===== src/rtl/pixel_proc_pkg.sv =====
// Shared types and constants for the pixel processing path.
//
// Contents:
//   PIX_W / COEF_W / PROD_W / SUM_W : datapath widths (u8 pixels, s8 coefs,
//                                     s17 products, s21 nine-term sums)
//   win_t       : 3x3 pixel window, indexed [row][col], row 0 = top (oldest row),
//                 col 0 = left (oldest column)
//   coef_arr_t  : nine signed coefficients, index 0 = top-left, row-major
//   coef_unpack : splits the flat 72-bit coefficient bus into coef_arr_t
package pixel_proc_pkg;

    localparam int PIX_W  = 8;
    localparam int COEF_W = 8;
    localparam int PROD_W = 17;
    localparam int SUM_W  = 21;
    localparam int TAPS   = 9;

    typedef logic [PIX_W-1:0]         pix_t;
    typedef logic signed [COEF_W-1:0] coef_t;
    typedef pix_t  [2:0][2:0]         win_t;
    typedef coef_t [TAPS-1:0]         coef_arr_t;

    // k[0] sits in the least significant byte of the flat bus.
    function automatic coef_arr_t coef_unpack(input logic [TAPS*COEF_W-1:0] flat);
        coef_arr_t k;
        for (int i = 0; i < TAPS; i++) begin
            k[i] = coef_t'(flat[i*COEF_W +: COEF_W]);
        end
        return k;
    endfunction

endpackage


===== src/rtl/conv3x3_mac.sv =====
// S2..S4 arithmetic of the 3x3 convolution: nine u8 x s8 products, the
// nine-term sum, then arithmetic shift and clamp to an 8-bit pixel.
// Every register advances only when en is high, so the whole datapath freezes
// together with the window/counter control while the output is back-pressured.
//
// Optional build macro CONV3X3_ABS_EN: take the magnitude of the shifted sum
// before clamping (edge-detect kernels); otherwise negative sums clamp to 0.
//
// Ports:
//   clk, rstn    clock, asynchronous active-low reset
//   en           advance enable (low while the output is stalled)
//   vld_p1       S1 window valid
//   last_p1      S1 last-pixel-of-frame tag
//   win_p1       S1 3x3 window
//   coef         captured kernel coefficients
//   out_valid    S4 output valid
//   out_px       S4 clamped pixel
//   out_last     S4 last-pixel-of-frame tag
module conv3x3_mac
    import pixel_proc_pkg::*;
#(
    parameter int SHIFT = 0
) (
    input  logic             clk,
    input  logic             rstn,
    input  logic             en,
    input  logic             vld_p1,
    input  logic             last_p1,
    input  win_t             win_p1,
    input  coef_arr_t        coef,
    output logic             out_valid,
    output logic [PIX_W-1:0] out_px,
    output logic             out_last
);

    localparam logic signed [SUM_W-1:0] PIX_MAX = SUM_W'(255);

    logic signed [PROD_W-1:0] prod_p2 [TAPS];
    logic                     vld_p2;
    logic                     last_p2;
    logic signed [SUM_W-1:0]  sum_c;
    logic signed [SUM_W-1:0]  sum_p3;
    logic                     vld_p3;
    logic                     last_p3;

    // Pixel is zero-extended so it stays non-negative in the signed product.
    function automatic logic signed [PROD_W-1:0] mul_px(input pix_t p, input coef_t k);
        logic signed [PROD_W-1:0] a;
        logic signed [PROD_W-1:0] b;
        a = {{(PROD_W-PIX_W){1'b0}}, p};
        b = {{(PROD_W-COEF_W){k[COEF_W-1]}}, k};
        return a * b;
    endfunction

    function automatic logic [PIX_W-1:0] shift_clamp(input logic signed [SUM_W-1:0] s);
        logic signed [SUM_W-1:0] v;
        v = s >>> SHIFT;
`ifdef CONV3X3_ABS_EN
        if (v[SUM_W-1]) begin
            v = -v;
        end
`endif
        if (v[SUM_W-1]) begin
            return '0;
        end else if (v > PIX_MAX) begin
            return '1;
        end else begin
            return v[PIX_W-1:0];
        end
    endfunction

    // S1 -> S2: products
    always_ff @(posedge clk or negedge rstn) begin
        if (!rstn) begin
            for (int i = 0; i < TAPS; i++) begin
                prod_p2[i] <= '0;
            end
            vld_p2  <= 1'b0;
            last_p2 <= 1'b0;
        end else if (en) begin
            for (int r = 0; r < 3; r++) begin
                for (int c = 0; c < 3; c++) begin
                    prod_p2[r*3+c] <= mul_px(win_p1[r][c], coef[r*3+c]);
                end
            end
            vld_p2  <= vld_p1;
            last_p2 <= last_p1;
        end
    end

    // Nine s17 terms cannot overflow s21, so plain sign-extended accumulation is exact.
    always_comb begin
        sum_c = '0;
        for (int i = 0; i < TAPS; i++) begin
            sum_c = sum_c + {{(SUM_W-PROD_W){prod_p2[i][PROD_W-1]}}, prod_p2[i]};
        end
    end

    // S2 -> S3: sum
    always_ff @(posedge clk or negedge rstn) begin
        if (!rstn) begin
            sum_p3  <= '0;
            vld_p3  <= 1'b0;
            last_p3 <= 1'b0;
        end else if (en) begin
            sum_p3  <= sum_c;
            vld_p3  <= vld_p2;
            last_p3 <= last_p2;
        end
    end

    // S3 -> S4: shift, clamp, output registers
    always_ff @(posedge clk or negedge rstn) begin
        if (!rstn) begin
            out_px    <= '0;
            out_valid <= 1'b0;
            out_last  <= 1'b0;
        end else if (en) begin
            out_px    <= shift_clamp(sum_p3);
            out_valid <= vld_p3;
            out_last  <= last_p3;
        end
    end

endmodule


===== src/rtl/conv3x3_stream.sv =====
// Streaming 3x3 convolution fed by three column-aligned row taps from the
// upstream line buffers. Tracks the pixel position, builds the sliding window,
// captures the kernel at start of frame and hands windows to conv3x3_mac.
// in_ready doubles as the line-buffer shift enable, so back-pressure on the
// output stalls the whole row pipeline in lockstep.
//
// Optional build macro CONV3X3_ABS_EN (see conv3x3_mac): magnitude output.
//
// Ports:
//   clk, rstn             clock, asynchronous active-low reset
//   in_valid / in_ready   input handshake (in_ready low during reset)
//   in_sof                accepted pixel is frame position (0,0)
//   row0_px/row1_px/row2_px  current row, row-1, row-2 taps (unsigned)
//   coef_flat             nine signed 8-bit coefs, k[0] in [7:0], row-major
//   out_valid / out_ready output handshake
//   out_px                filtered pixel clamped to 0..255
//   out_last              last output pixel of the frame
module conv3x3_stream
    import pixel_proc_pkg::*;
#(
    parameter int IMAGE_SIZE = 32,
    parameter int PTR_WIDTH  = $clog2(IMAGE_SIZE),
    parameter int SHIFT      = 0
) (
    input  logic                   clk,
    input  logic                   rstn,
    input  logic                   in_valid,
    output logic                   in_ready,
    input  logic                   in_sof,
    input  logic [PIX_W-1:0]       row0_px,
    input  logic [PIX_W-1:0]       row1_px,
    input  logic [PIX_W-1:0]       row2_px,
    input  logic [TAPS*COEF_W-1:0] coef_flat,
    output logic                   out_valid,
    input  logic                   out_ready,
    output logic [PIX_W-1:0]       out_px,
    output logic                   out_last
);

    localparam logic [PTR_WIDTH-1:0] LAST_IDX   = PTR_WIDTH'(IMAGE_SIZE - 1);
    localparam logic [PTR_WIDTH-1:0] FIRST_FULL = PTR_WIDTH'(2);
    localparam logic [PTR_WIDTH-1:0] ONE        = PTR_WIDTH'(1);

    logic                 run;
    logic                 stall;
    logic                 accept;
    logic                 synced;
    logic                 win_ok;
    logic [PTR_WIDTH-1:0] col;
    logic [PTR_WIDTH-1:0] row;
    logic [PTR_WIDTH-1:0] pos_col;
    logic [PTR_WIDTH-1:0] pos_row;
    coef_arr_t            coef_sh;
    win_t                 win_p1;
    logic                 vld_p1;
    logic                 last_p1;

    assign stall    = out_valid && !out_ready;
    assign in_ready = run && !stall;
    assign accept   = in_valid && in_ready;

    // Position of the pixel being offered; sof forces (0,0) even mid-frame.
    assign pos_col = in_sof ? '0 : col;
    assign pos_row = in_sof ? '0 : row;

    // Windows only count once a sof has been seen since reset, and only when
    // the window lies fully inside the current row band (no wrap straddle).
    assign win_ok = accept && (synced || in_sof)
                    && (pos_row >= FIRST_FULL) && (pos_col >= FIRST_FULL);

    // in_ready stays low until the first clock after reset release.
    always_ff @(posedge clk or negedge rstn) begin
        if (!rstn) begin
            run <= 1'b0;
        end else begin
            run <= 1'b1;
        end
    end

    always_ff @(posedge clk or negedge rstn) begin
        if (!rstn) begin
            col    <= '0;
            row    <= '0;
            synced <= 1'b0;
        end else if (accept) begin
            if (in_sof) begin
                synced <= 1'b1;
            end
            if (pos_col == LAST_IDX) begin
                col <= '0;
                row <= (pos_row == LAST_IDX) ? '0 : pos_row + ONE;
            end else begin
                col <= pos_col + ONE;
                row <= pos_row;
            end
        end
    end

    // Kernel is frozen for the whole frame; mid-frame coef_flat changes wait for the next sof.
    always_ff @(posedge clk or negedge rstn) begin
        if (!rstn) begin
            coef_sh <= '0;
        end else if (accept && in_sof) begin
            coef_sh <= coef_unpack(coef_flat);
        end
    end

    // Input -> S1: window shift and window tags
    always_ff @(posedge clk or negedge rstn) begin
        if (!rstn) begin
            win_p1 <= '0;
        end else if (accept) begin
            for (int r = 0; r < 3; r++) begin
                win_p1[r][0] <= win_p1[r][1];
                win_p1[r][1] <= win_p1[r][2];
            end
            win_p1[0][2] <= row2_px;
            win_p1[1][2] <= row1_px;
            win_p1[2][2] <= row0_px;
        end
    end

    always_ff @(posedge clk or negedge rstn) begin
        if (!rstn) begin
            vld_p1  <= 1'b0;
            last_p1 <= 1'b0;
        end else if (!stall) begin
            vld_p1  <= win_ok;
            last_p1 <= win_ok && (pos_row == LAST_IDX) && (pos_col == LAST_IDX);
        end
    end

    conv3x3_mac #(
        .SHIFT (SHIFT)
    ) u_mac (
        .clk       (clk),
        .rstn      (rstn),
        .en        (!stall),
        .vld_p1    (vld_p1),
        .last_p1   (last_p1),
        .win_p1    (win_p1),
        .coef      (coef_sh),
        .out_valid (out_valid),
        .out_px    (out_px),
        .out_last  (out_last)
    );

endmodule


===== config.mk =====
export PLATFORM = sky130hd
export DESIGN_NAME = conv3x3_stream
export DESIGN_NICKNAME = d
export VERILOG_FILES = /design/src/rtl/pixel_proc_pkg.sv /design/src/rtl/conv3x3_mac.sv /design/src/rtl/conv3x3_stream.sv
export SDC_FILE = /design/constraint.sdc
export NUM_CORES = 2
export LEC_CHECK = 0
export ABC_AREA = 0
export BUFFER_PORTS_ARGS = -buffer_cell sky130_fd_sc_hd__buf_4
export CAP_MARGIN = 5
export CELL_PAD_IN_SITES_DETAIL_PLACEMENT = 0
export CELL_PAD_IN_SITES_GLOBAL_PLACEMENT = 1
export CORE_ASPECT_RATIO = 1.25
export CORE_UTILIZATION = 30
export CTS_CLUSTER_DIAMETER = 100
export DETAILED_ROUTE_END_ITERATION = 12
export PLACE_DENSITY = 0.56
export SLEW_MARGIN = 20
export SYNTH_ARGS = -nofsm -noshare
export SYNTH_HDL_FRONTEND = slang
export SYNTH_SLANG_ARGS = --single-unit

===== constraint.sdc =====
create_clock -name clk -period 6.5 [get_ports clk]
set_input_delay 1.3 -clock clk [delete_from_list [all_inputs] [get_ports clk]]
set_output_delay 1.3 -clock clk [all_outputs]
set_load 0.02 [all_outputs]

==> metrics.txt <==
outcome=completed; Clock Skew=25.3 ps; setup violators final=0; CTS Root Buffer Type=clkbuf_16; post-DP HPWL=78300 um; Post-Syn Nets=4929; starting utilization of the core area=0.304; grt total ovfl=0; gr usage total=0.167; hold path start=u_mac.last_p2; via count=25600; die height=393 um; #FFs+latches synth=346; Worst-Skew Late Latency=630 ps; maxcap violations=0; IO Port Bufs=111; # hold bufs at CTS=0; Syn. warnings=0; Synth area leader=fa_1; WL final=98500 um; CTS clk-pin slew, worst paths=60 ps; area of the core=0.120 mm2; initial antenna violation count=3; Main synth FF type=dfrtp_1; Seq/Total Area, Yosys=0.237; layout cells sized above 1=0.0733; I/O pins=112; Yosys cell types=61; number of flops mapped to enable cells by yosys=0; drt first-iter violations=1185; nets=4951; Synth Area per Inst=9.26 um2; die width=314 um; first-pass GRT wire length=160000 um; share of synthesized registers carrying an async set or reset=1.00; final cycle utilization of the critical path=0.952; Fin Setup TNS=0 ps; Syn-to-layout area delta=10.9%; total die area=0.123 mm2; most common cell in the synthesized netlist=nand2_1; largest net degree at the start of global routing=142; clock tree sinks=346; CTS tree=yes; CP startpoint=u_mac.prod_p2[119]; Hold WC Path Type=reg -> reg; CTS Buffer Depth=3; DR DRC count=0; number of global-route vias before repair=27400; Wirelength per Cell=17.6 um; Synth area leaders=fa_1 (24%), dfrtp_1 (24%), ha_1 (15%), nand2_1 (6.8%), inv_1 (6.5%); post-route ant nets=0; fin crit period=6190 ps; startpoint types=flop; crit path DAT=6650 ps; CTS buffer count=46; reg-to-reg startpoint=u_mac.prod_p2[119]; GPL Wtd Cong=0.867; top cell type's share of synthesized area=0.242; Syn Std Cell Area=0.0366 mm2; Gate Count Post-Synth=3954; DRT Pass-1 Iters=5; Worst EP required=6960 ps; Achievable Freq=162 MHz; Slew Viols, Final=0; via density per instance=4.57; RSZ-0062 raised after global routing=no; row count=142; commonest cells in the synthesized netlist=nand2_1 (660), inv_1 (634), fa_1 (443); crit path max fanout=6; htree depth=2; Final Hold Fails=0; Slew @ Worst Pin=853 ps; critical path type=reg -> reg; Slew Limit Headroom=0.432; crit end category=flop
area by class of cell:
type                    count  area [um2]
clock buffers              57        1240
flip-flops and latches    346        8660
fillers                 12600       79900
clock inverters            27         297
multi-input cells        2824       25000
repair buffers            124         976
inverters                 634        2380
diodes                      2        5.00
well taps                1584        1980
metal layers:
layer / global-route usage / vias to the layer above / part of all wire
li1: - / 12400 / -
met1: 0.215 / 12800 / 0.45
met2: 0.299 / 242 / 0.51
met3: 0.0155 / 71 / 0.022
met4: 0.0384 / 0 / 0.018
met5: 0 / - / 0
cells by family (layout without fill, tap and decap cells):
kind of cell               after synthesis  in the layout  share of synthesized area
muxes                                   74             74                     0.0227
other                                    1              3                   0.000102
buffers and inverters                  784            842                     0.0807
and+or+nand+nor                       1300           1300                      0.165
DFF                                    346            346                      0.237
xor gates and xnor gates               119            119                     0.0285
AOI/OAI and AO/OA                      456            456                     0.0772
adders and majority gates              874            874                      0.390
placed cells by master, fill, tap and decap left out, types with 4 or more instances in the layout:
master      count
nor2_1        163
a21o_1         35
nand3_1        24
nand2b_1       80
and3_1         10
o21a_1         29
dfrtp_1       346
mux2_2         73
inv_1         634
a21oi_1       146
o22ai_1         4
or3_1          10
o21bai_1       12
buf_4         120
and2_1        285
nor2b_1        20
nor4_1          6
clkbuf_1        7
o211ai_1        7
o31ai_1        25
or2_2           5
clkinv_2        9
nand2_1       658
a211oi_1       16
fa_1          442
a311oi_1        5
a31oi_1        10
ha_1          431
xnor2_1        63
o21ai_0       120
clkbuf_16      47
nor3_1         21
nand4_1         5
clkinvlp_4      5
clkinv_4        4
bufinv_16       4
o21ai_1         5
xor2_1         55
path summary, 6_finish.rpt:
kind                                     to  cells past startpoint  slack (ps)
hold / removal                u_mac.last_p2                      2         470
setup / recovery           u_mac.sum_p3[19]                     22         310
max in group asynchronous       coef_sh[65]                      2        4590
hold reg to reg               u_mac.last_p2                      2         470
min in group asynchronous       coef_sh[55]                      1         650
setup reg to reg           u_mac.sum_p3[19]                     22         310
through the flow:
step                setup WS, ps  cells   util  cell area [um2]  hold slack (ps)
CTS                          166   5595  0.337            40600              467
floorplan                    720   3954      -            36600              429
finish                       313   5598  0.337            40600              467
global route                13.3   5596  0.337            40600              486
detailed placement           208   5511  0.324            39000              448
global placement             236   5511  0.324            39000              446
critical path, stage by stage, from the launching register on:
cell and delay (ps):
dfrtp_1 380, ha_1 250, fa_2 380, a211o_1 360
a2111oi_4 350, o21ai_1 140, a31o_1 260, a21oi_2 180
xnor2_1 200, fa_1 460, inv_1 70, fa_1 420
fa_1 490, inv_1 50, fa_1 430, ha_1 370
a21oi_1 190, nand3b_1 130, o211ai_1 120, a41o_1 270
a221oi_2 270, xor2_1 170, a21oi_1 80
flip-flops by register name, indices dropped and copies added, names as in the netlist, 5 cells and up:
| name | flops |
|---|---|
| u_mac.sum_p3 | 21 |
| u_mac.prod_p2 | 153 |
| col | 5 |
| win_p1 | 72 |
| row | 5 |
| coef_sh | 72 |
| u_mac.out_px | 8 |
repair_timing:
item,CTS,global route
resized for setup,0,2
setup endpoints to repair,0,3
setup buffers,0,1
Power is not shown: default switching activity piles up to over one toggle a cycle in this logic, so the estimate is an artifact.
